### src/rtl/tex_pkg.sv
// tex_pkg: texture loader state encoding, texture lengths and default source addresses
package tex_pkg;
  typedef enum logic [2:0] {IDLE, REQ_BIRD, LOAD_BIRD, REQ_PIPE, LOAD_PIPE, REQ_BASE, LOAD_BASE, FINISH} state_t;
  localparam logic [13:0] BIRD_LEN = 14'd5250;
  localparam logic [13:0] PIPE_LEN = 14'd4000;
  localparam logic [13:0] BASE_LEN = 14'd9600;
  localparam logic [23:0] BIRD_SRC_DEF = 24'h000000;
  localparam logic [23:0] PIPE_SRC_DEF = 24'h001800;
  localparam logic [23:0] BASE_SRC_DEF = 24'h002800;
endpackage

### src/rtl/texture_loader_if.sv
// texture_loader_if: burst read channel between the loader and the source memory controller
interface texture_loader_if;
  logic req, ack, valid;
  logic [23:0] addr;
  logic [13:0] len;
  logic [15:0] data;
  modport master(output req, addr, len, input ack, valid, data);
  modport slave(input req, addr, len, output ack, valid, data);
endinterface

### src/rtl/tex_burst_ctr.sv
// tex_burst_ctr: request/ack handshake, word counter and last-word detect shared by all textures
module tex_burst_ctr (
  input  logic        bird_load_clk,
  input  logic        rst_n,
  input  logic        req_st,
  input  logic        ld_st,
  input  logic        ack,
  input  logic        valid,
  input  logic [13:0] len,
  output logic        fire,
  output logic        acc,
  output logic        last,
  output logic [13:0] cnt
);
  assign fire = req_st & ack;
  assign acc  = ld_st & valid;
  assign last = acc & (cnt == len - 14'd1);
  // wrap on the last word so the counter never holds len
  always_ff @(posedge bird_load_clk or negedge rst_n)
    if (!rst_n) cnt <= '0;
    else if (req_st) cnt <= '0;
    else if (acc) cnt <= last ? '0 : cnt + 14'd1;
endmodule

### src/rtl/texture_loader.sv
// texture_loader: streams bird, pipe and ground textures from memory into their RAMs
// Optional idle timeout with error flag enabled by TEX_LOADER_TIMEOUT_EN.
module texture_loader import tex_pkg::*; #(
  parameter logic [23:0] BIRD_SRC = BIRD_SRC_DEF,
  parameter logic [23:0] PIPE_SRC = PIPE_SRC_DEF,
  parameter logic [23:0] BASE_SRC = BASE_SRC_DEF,
  parameter logic [15:0] TIMEOUT  = 16'd4096
) (
  input  logic              bird_load_clk,
  input  logic              rst_n,
  input  logic              start,
  texture_loader_if.master  rd,
  output logic              bird_load_en,
  output logic [12:0]       bird_load_addr,
  output logic [15:0]       bird_load_data,
  output logic              pipe_load_en,
  output logic [15:0]       pipe_load_addr,
  output logic              base_load_en,
  output logic [13:0]       base_load_addr,
  output logic              busy,
  output logic              done,
  output logic              error
);
  state_t state, nxt;
  logic req_st, ld_st, fire, acc, last, to;
  logic [1:0] tex;
  logic [13:0] len, cnt;
  assign req_st  = state inside {REQ_BIRD, REQ_PIPE, REQ_BASE};
  assign ld_st   = state inside {LOAD_BIRD, LOAD_PIPE, LOAD_BASE};
  assign tex     = (state inside {REQ_PIPE, LOAD_PIPE}) ? 2'd1 : (state inside {REQ_BASE, LOAD_BASE}) ? 2'd2 : 2'd0;
  assign len     = tex == 2'd1 ? PIPE_LEN : tex == 2'd2 ? BASE_LEN : BIRD_LEN;
  assign rd.req  = req_st;
  assign rd.addr = !req_st ? '0 : tex == 2'd1 ? PIPE_SRC : tex == 2'd2 ? BASE_SRC : BIRD_SRC;
  assign rd.len  = req_st ? len : '0;
  assign busy    = state != IDLE;
  tex_burst_ctr u_ctr (
    .bird_load_clk, .rst_n, .req_st, .ld_st, .ack(rd.ack), .valid(rd.valid), .len,
    .fire, .acc, .last, .cnt
  );
  always_ff @(posedge bird_load_clk or negedge rst_n)
    if (!rst_n) state <= IDLE;
    else state <= nxt;
  // states are ordered so every handshake step is a +1, and FINISH wraps to IDLE
  always_comb begin
    nxt = state;
    if (state == IDLE) nxt = start ? REQ_BIRD : IDLE;
    else if (fire || last || state == FINISH) nxt = state_t'(state + 3'd1);
    if (to) nxt = FINISH;
  end
  always_ff @(posedge bird_load_clk or negedge rst_n)
    if (!rst_n) begin
      bird_load_en   <= 1'b0;
      pipe_load_en   <= 1'b0;
      base_load_en   <= 1'b0;
      bird_load_addr <= '0;
      pipe_load_addr <= '0;
      base_load_addr <= '0;
      bird_load_data <= '0;
      done           <= 1'b0;
    end else begin
      bird_load_en <= acc && tex == 2'd0;
      pipe_load_en <= acc && tex == 2'd1;
      base_load_en <= acc && tex == 2'd2;
      if (acc) bird_load_data <= rd.data;
      if (acc && tex == 2'd0) bird_load_addr <= cnt[12:0];
      if (acc && tex == 2'd1) pipe_load_addr <= {2'b00, cnt};
      if (acc && tex == 2'd2) base_load_addr <= cnt;
      done <= state == FINISH;
    end
`ifdef TEX_LOADER_TIMEOUT_EN
  logic [15:0] idle;
  assign to = (req_st || ld_st) && !rd.ack && !rd.valid && idle == TIMEOUT - 16'd1;
  always_ff @(posedge bird_load_clk or negedge rst_n)
    if (!rst_n) begin
      idle  <= '0;
      error <= 1'b0;
    end else begin
      idle  <= (!(req_st || ld_st) || rd.ack || rd.valid) ? '0 : idle + 16'd1;
      error <= to ? 1'b1 : (state == IDLE && start) ? 1'b0 : error;
    end
`else
  logic unused_timeout;
  assign unused_timeout = ^TIMEOUT;
  assign to    = 1'b0;
  assign error = 1'b0;
`endif
endmodule

### src/flat_wrapper.sv
// flat-port wrapper written by rule: the top's interface ports become plain ports
module texture_loader_flat import tex_pkg::*;
#(
  parameter logic [23:0] BIRD_SRC = BIRD_SRC_DEF,
  parameter logic [23:0] PIPE_SRC = PIPE_SRC_DEF,
  parameter logic [23:0] BASE_SRC = BASE_SRC_DEF,
  parameter logic [15:0] TIMEOUT  = 16'd4096
)
  (bird_load_clk, rst_n, start, bird_load_en, bird_load_addr, bird_load_data, pipe_load_en, pipe_load_addr, base_load_en, base_load_addr, busy, done, error, rd_req, rd_addr, rd_len, rd_ack, rd_valid, rd_data);
  texture_loader_if rd_i ();
  input  logic bird_load_clk;
  input  logic rst_n;
  input  logic start;
  output logic bird_load_en;
  output logic [12:0] bird_load_addr;
  output logic [15:0] bird_load_data;
  output logic pipe_load_en;
  output logic [15:0] pipe_load_addr;
  output logic base_load_en;
  output logic [13:0] base_load_addr;
  output logic busy;
  output logic done;
  output logic error;
  output wire logic [$bits(rd_i.req)-1:0] rd_req;
  output wire logic [$bits(rd_i.addr)-1:0] rd_addr;
  output wire logic [$bits(rd_i.len)-1:0] rd_len;
  input wire logic [$bits(rd_i.ack)-1:0] rd_ack;
  input wire logic [$bits(rd_i.valid)-1:0] rd_valid;
  input wire logic [$bits(rd_i.data)-1:0] rd_data;
  assign rd_req = rd_i.req;
  assign rd_addr = rd_i.addr;
  assign rd_len = rd_i.len;
  assign rd_i.ack = rd_ack;
  assign rd_i.valid = rd_valid;
  assign rd_i.data = rd_data;
  texture_loader #(.BIRD_SRC(BIRD_SRC), .PIPE_SRC(PIPE_SRC), .BASE_SRC(BASE_SRC), .TIMEOUT(TIMEOUT)) u_core (.bird_load_clk(bird_load_clk), .rst_n(rst_n), .start(start), .rd(rd_i), .bird_load_en(bird_load_en), .bird_load_addr(bird_load_addr), .bird_load_data(bird_load_data), .pipe_load_en(pipe_load_en), .pipe_load_addr(pipe_load_addr), .base_load_en(base_load_en), .base_load_addr(base_load_addr), .busy(busy), .done(done), .error(error));
endmodule
### config.mk
export PLATFORM = sky130hd
export DESIGN_NAME = texture_loader_flat
export DESIGN_NICKNAME = d
export VERILOG_FILES = /design/src/rtl/tex_pkg.sv /design/src/rtl/texture_loader_if.sv /design/src/rtl/tex_burst_ctr.sv /design/src/rtl/texture_loader.sv /design/src/flat_wrapper.sv
export SDC_FILE = /design/constraint.sdc
export NUM_CORES = 1
export LEC_CHECK = 0
export CELL_PAD_IN_SITES_DETAIL_PLACEMENT = 0
export CELL_PAD_IN_SITES_GLOBAL_PLACEMENT = 1
export CORE_ASPECT_RATIO = 0.6
export CORE_MARGIN = 2
export CORE_UTILIZATION = 35
export DETAILED_ROUTE_END_ITERATION = 10
export PLACE_DENSITY_LB_ADDON = 0.1
export SYNTH_ARGS = -nofsm -noshare
export SYNTH_HDL_FRONTEND = slang
export SYNTH_SLANG_ARGS = --single-unit
export TNS_END_PERCENT = 30
### constraint.sdc
create_clock -name bird_load_clk -period 3 [get_ports bird_load_clk]
set_clock_uncertainty 0.05 [all_clocks]
set_input_delay 0.9 -clock bird_load_clk [delete_from_list [all_inputs] [get_ports bird_load_clk]]
set_output_delay 0.9 -clock bird_load_clk [all_outputs]
set_load 0.005 [all_outputs]
== After elaboration in Yosys (flattened, before gate mapping) ==
Index checks and enable logic that the tools add are counted.

* Add/subtract/negate cells: 3
* Eq/ne operators: 10
* Muxes and demuxes: 14
* Bitwise gates (word level): 3
* Reduce and logical (&&, ||, !) cells: 14

{| class="wikitable"
|+ Operator list
! kind !! number
|-
| $mux 14 || 7
|-
| $mux 24 || 2
|-
| $add 14x1->14 const B || 1
|-
| $eq 14x14->1 || 1
|-
| $sub 14x1->14 const B || 1
|-
| $eq 3x3->1 const B || 4
|-
| $reduce_bool 3->1 || 3
|-
| $reduce_bool 2->1 || 4
|-
| $eq 3x2->1 const B || 2
|-
| $mux 3 || 2
|-
| $mux 2 || 2
|-
| $add 3x1->3 const B || 1
|-
| $and 1x1->1 || 3
|-
| $eq 3x1->1 const B || 1
|-
| $logic_and 1x1->1 || 3
|-
| $logic_not 3->1 || 1
|-
| $eq 2x1->1 const B || 1
|-
| $eq 2x2->1 const B || 1
|-
| $logic_not 2->1 || 1
|-
| $logic_or 1x1->1 || 2
|-
| $mux 1 || 1
|}

* Register bits after elaboration: 78
* Input bits: 21
* Logic and storage cells: 54

== Depth between registers and ports, before layout ==
Gate-level depths: netlist of run 1.

* Word-level depth: 14
* Mapped depth: 11
* Mapped depth without buffers: 8

== Hierarchy ==
Synthesis of run 1 repeated with hierarchy kept, for this count alone.

* Cells, all modules: 373
* Area, all modules: 4206.5 um2

{| class="wikitable"
|+ By module, submodules not included
! module !! times used !! cells an instance !! area an instance (um2) !! sequential area each (um2)
|-
| texture_loader || 1 || 205 || 2926.6 || 1601.5
|-
| tex_burst_ctr || 1 || 168 || 1280.0 || 350.3
|}

== Worst setup path before layout of run 1 ==
OpenSTA, ideal clock, no wires.

* Kind: flip-flop to output port
* From: register u_core.state[0]
* To: output rd_len[12]
* Arrival: 1699 ps
* Required time: 2050 ps
* Setup slack: 351 ps
* Stages on the path, launching flop included: 8
* Path buffers: 2
* Path through: dfrtp_1 inv_1 ha_1 buf_6 nor4b_1 nor2_1 nor2_1 buf_4

* Word-level cells in the longest chain between the ends: 8
* Elaborated cells on any way between the ends: 15
* Those cells by class: eq/ne (7); mux (5); reduce/logical (3)

{| class="wikitable"
|+ Ends and longest elaborated chain
! what !! RTL line !! RTL
|-
| start: declaration || texture_loader.sv:24 || <nowiki>state_t state, nxt;</nowiki>
|-
| start signal: assignment || texture_loader.sv:42 || <nowiki>else state <= nxt;</nowiki>
|-
| $eq 3x3->1, on equally long branches || texture_loader.sv:28, texture_loader.sv:30 ||
|-
| $reduce_bool 2->1 || texture_loader.sv:30 || <nowiki>assign tex = (state inside {REQ_PIPE, LOAD_PIPE}) ? 2'd1 : (state inside {REQ_BASE, LOAD_BASE}) ? 2'd2 : 2'd0;</nowiki>
|-
| $mux 2 (2 in series) || texture_loader.sv:30 ||
|-
| $eq 2x2->1 || texture_loader.sv:31 || <nowiki>assign len = tex == 2'd1 ? PIPE_LEN : tex == 2'd2 ? BASE_LEN : BIRD_LEN;</nowiki>
|-
| $mux 14 (2 in series) || texture_loader.sv:31 ||
|-
| $mux 14 * || texture_loader.sv:34 || <nowiki>assign rd.len = req_st ? len : '0;</nowiki>
|-
| end: declaration || flat_wrapper.sv:26 || <nowiki>output wire logic [$bits(rd_i.len)-1:0] rd_len;</nowiki>
|}

Every way passes the cells marked *; elsewhere a longest branch is shown, timed or not.

== Final worst setup path of run 1 ==
* From: register u_core.state[0]
* To: output rd_len[5]

* Word-level cells in the longest chain between the ends: 7
* Elaborated cells on any way between the ends: 13
* Those cells by class: eq/ne (6); mux (4); reduce/logical (3)

{| class="wikitable"
|+ Ends and longest elaborated chain
! what !! RTL line
|-
| $eq 3x3->1, on equally long branches || texture_loader.sv:28, texture_loader.sv:30
|-
| $reduce_bool 2->1 || texture_loader.sv:30
|-
| $mux 2 (2 in series) || texture_loader.sv:30
|-
| $eq 2x1->1 || texture_loader.sv:31
|-
| $mux 14 || texture_loader.sv:31
|-
| $mux 14 * || texture_loader.sv:34
|}

Marked as above.

==> results by group, run 1 <==
Yosys
  • Synth cell count leaders: 98 x nand2_1, 78 x dfrtp_1, 38 x buf_4
  • Ys async rst share: 1.00
  • Yosys warns: 0
  • Leading area contributor after synthesis: dfrtp_1
  • Top FF cell, synth: dfrtp_1
  • Cells after synthesis: 370
  • Dominant cells by area after synthesis: dfrtp_1 52%, nand2_1 9.7%, mux2_2 8.6%
  • Yosys reg bits: 78
  • Part of the Yosys area used for sequential elements: 0.516
  • Synth unique cells: 54
  • Syn Area/Cell: 10.2 µm²
  • Post-synth top area share: 0.516
  • Most common cell in the netlist: nand2_1
  • EDFF count, synth: 0
  • Post-Syn Area: 3780 µm²

Worst setup path
  • Delay-heaviest family, CP: buffers and inverters
  • Crit-path cells: buf_4, ha_1, mux2i_4, nor2_4, clkdlybuf4s50_1
  • Worst path arrival time: 1.97 ns
  • Startpoint Class: flip-flop
  • Max FO, Critical Path: 5
  • Crit Path Class: flip-flop to output port
  • Req. time, crit path: 2.05 ns
  • Slowest cell delay on critical path: 0.45 ns
  • Critical Path Slowest Stage Cell: clkdlybuf4s50_1
  • Worst path bufs/invs: 2
  • Crit. End Element: output port

Place
  • RePlAce Congestion: 0.772
  • Dpl ws: 0.0763 ns
  • IO Port Bufs: 95
  • Final HPWL DP: 6.46 mm
  • DP Area: 4720 µm²

CTS
  • Max clock buf depth: 2
  • CTS tree: built
  • CTS clk-pin slew, worst paths: 0.06 ns
  • Clock Sinks: 78
  • # H-tree levels: 3
  • Number of CTS-inserted buffers: 9
  • Later-pin clock latency in the skew report: 0.34 ns
  • Hold Buf Count CTS: 0
  • Root Driver: clkbuf_16

Floorplan
  • Die width: 138 µm
  • Area of the core: 10600 µm²
  • Row count: 29
  • Ports: 125
  • Die span in y: 84.5 µm
  • Starting Density: 0.358
  • Die ar.: 11700 µm²

Timing
  • Hold Violations, Final: 0
  • RSZ-0062 raised after global routing: yes
  • Fmax achieved: 342 MHz
  • Worst hold margin: 0.422 ns
  • Final min period: 2.92 ns
  • Final period util: 0.975
  • Final worst slack: 0.0760 ns
  • Slew HR: 0.633
  • Pins Over Slew Limit: 0
  • Setup violations, final: 0
  • Worst Tran Pin Value: 0.550 ns

Drt
  • Routed len/inst: 15.3 µm
  • Initial DRC Count: 122
  • Pre-Repair DR Iteration Count: 4
  • Via count of the routed design: 2845
  • DR vias/cell: 4.71
  • Post-route DRC: 0
  • Routed WL: 9.23 mm
  • DRT antenna net count: 0

Worst hold path
  • Worst Hold Class: flip-flop to flip-flop

Outcome
  • Status: complete, no violations

Job
  • Max-cap violation count: 0

Final layout
  • Ant diodes: 0
  • Layout area overhead: 33.9%
  • Share of cells above drive strength 1: 0.183
  • Fillcell total: 1017
  • Cell area after layout: 5060 µm²
  • Final nets: 487
  • Util after Layout: 0.479

GRT
  • Largest net degree at the start of global routing: 42
  • Initial antenna violation count: 0
  • Gr usage total: 0.166
  • Global-route wire length before repair: 15.1 mm
  • Vias in the first global route: 2784
  • Global route overflow: 0

Pwr
  • Max IR drop VDD: 0.000463 V
  • Power Density: 813 nW/µm²
  • Total power: 4.11 mW
  • Leakage: 2.39 nW
==> state kept, by name, indices dropped and copies added, names as in the netlist <==
| signal | count |
|---|---|
| u_core.base_load_addr | 14 |
| u_core.base_load_en | 1 |
| u_core.bird_load_addr | 13 |
| u_core.bird_load_data | 16 |
| u_core.bird_load_en | 1 |
| u_core.done | 1 |
| u_core.pipe_load_addr | 14 |
| u_core.pipe_load_en | 1 |
| u_core.state | 3 |
| u_core.u_ctr.cnt | 14 |
==> cells by family (layout without fill, tap and decap cells) <==
family	after synthesis	in the layout	share of synthesized area
and+or+nand+nor	156	156	0.187
DFF	78	78	0.516
buffers and inverters	64	131	0.111
muxes	33	33	0.0980
AOI/OAI and AO/OA	26	26	0.0526
adders and majority gates	6	6	0.0199
xor gates and xnor gates	6	6	0.0139
other	1	29	0.000992
==> cell usage in the layout, fill, tap and decap left out, types with 3 or more instances in the layout <==
cell type | synthesis | final
conb_1 | 1 | 29
nand4_1 | 4 | 4
nor2_1 | 19 | 17
clkbuf_16 | 0 | 9
nor3_1 | 6 | 5
mux2i_1 | 3 | 3
buf_4 | 38 | 14
xnor2_1 | 4 | 4
nand3_1 | 3 | 3
ha_1 | 6 | 4
nor4b_1 | 5 | 4
mux2_2 | 29 | 29
nand2_1 | 98 | 98
or3_1 | 3 | 3
a21oi_1 | 5 | 4
dlygate4sd2_1 | 0 | 4
o21ai_0 | 4 | 4
inv_2 | 0 | 3
clkdlybuf4s50_1 | 0 | 90
dfrtp_1 | 78 | 78
==> worst reg2reg max path, stage by stage (launching register included) <==
cell      delay [ns]
dfrtp_1         0.42
inv_2           0.10
ha_1            0.20
buf_4           0.14
o21ai_2         0.08
or4b_1          0.48
a2111o_1        0.41
o21ai_2         0.32
nor2_2          0.09
a221o_1         0.30
==> power breakdown <==
part,internal (mW),switching (mW),total [mW],leakage (nW)
clock,0.609,0.433,1.04,0.139
sequential,1.24,0.141,1.39,1.04
combinational,0.933,0.753,1.69,1.20
==> metrics by stage <==
| step | setup TNS (ns) | instances |
|---|---|---|
| finish | 0 | 604 |
| floorplan | 0 | 398 |
| detailed placement | 0 | 587 |
| global placement | 0 | 587 |
| CTS | -0.269 | 604 |
| global route | -0.000842 | 604 |
==> area by class of cell <==
| class | count | area, µm² | share of cell area |
|---|---|---|---|
| Timing Repair Buffer | 110 | 1070 | 0.212 |
| Inverter | 5 | 18.8 | 0.00371 |
| Sequential cell | 78 | 1950 | 0.386 |
| Clock inverter | 4 | 30.0 | 0.00593 |
| Multi-Input combinational cell | 256 | 1560 | 0.308 |
| Tap cell | 139 | 174 | 0.0344 |
| Clock buffer | 12 | 256 | 0.0507 |
==> per-layer routing <==
layer	wire length, µm	track usage	part of all wire
met5	0	0	0
met4	77	0.0380	0.0083
met3	632	0.0548	0.068
met2	3810	0.238	0.41
met1	4710	0.245	0.51
==> worst paths after layout <==
| kind | endpoint | startpoint | slack, ns | depth (start not counted) |
|---|---|---|---|---|
| worst min register to register | u_core.base_load_addr[8] | u_core.base_load_addr[8] | 0.42 | 2 |
| worst max register to register | u_core.u_ctr.cnt[10] | u_core.state[0] | 0.32 | 9 |
| min in group asynchronous | u_core.pipe_load_addr[4] | rst_n | 0.50 | 1 |
| worst min-delay path | u_core.base_load_addr[8] | u_core.base_load_addr[8] | 0.42 | 2 |
| worst max-delay path | rd_len[5] | u_core.state[0] | 0.08 | 5 |
| max in group asynchronous | u_core.done | rst_n | 1.79 | 2 |
==> repair_timing <==
action                     in CTS  in global routing
setup endpoints to repair      11                 10
buffers inserted                1                  0
pin swaps                       1                  1
gates resized for setup        10                  8
No activity file was read; power rests on OpenSTA's default activity.
==> inputs of run 2 (changes only) <==
- HOLD_SLACK_MARGIN: unset -> 0.05
==> results of run 2 <==
No change in the layout: final DEF, timing and power equal those of run 1.
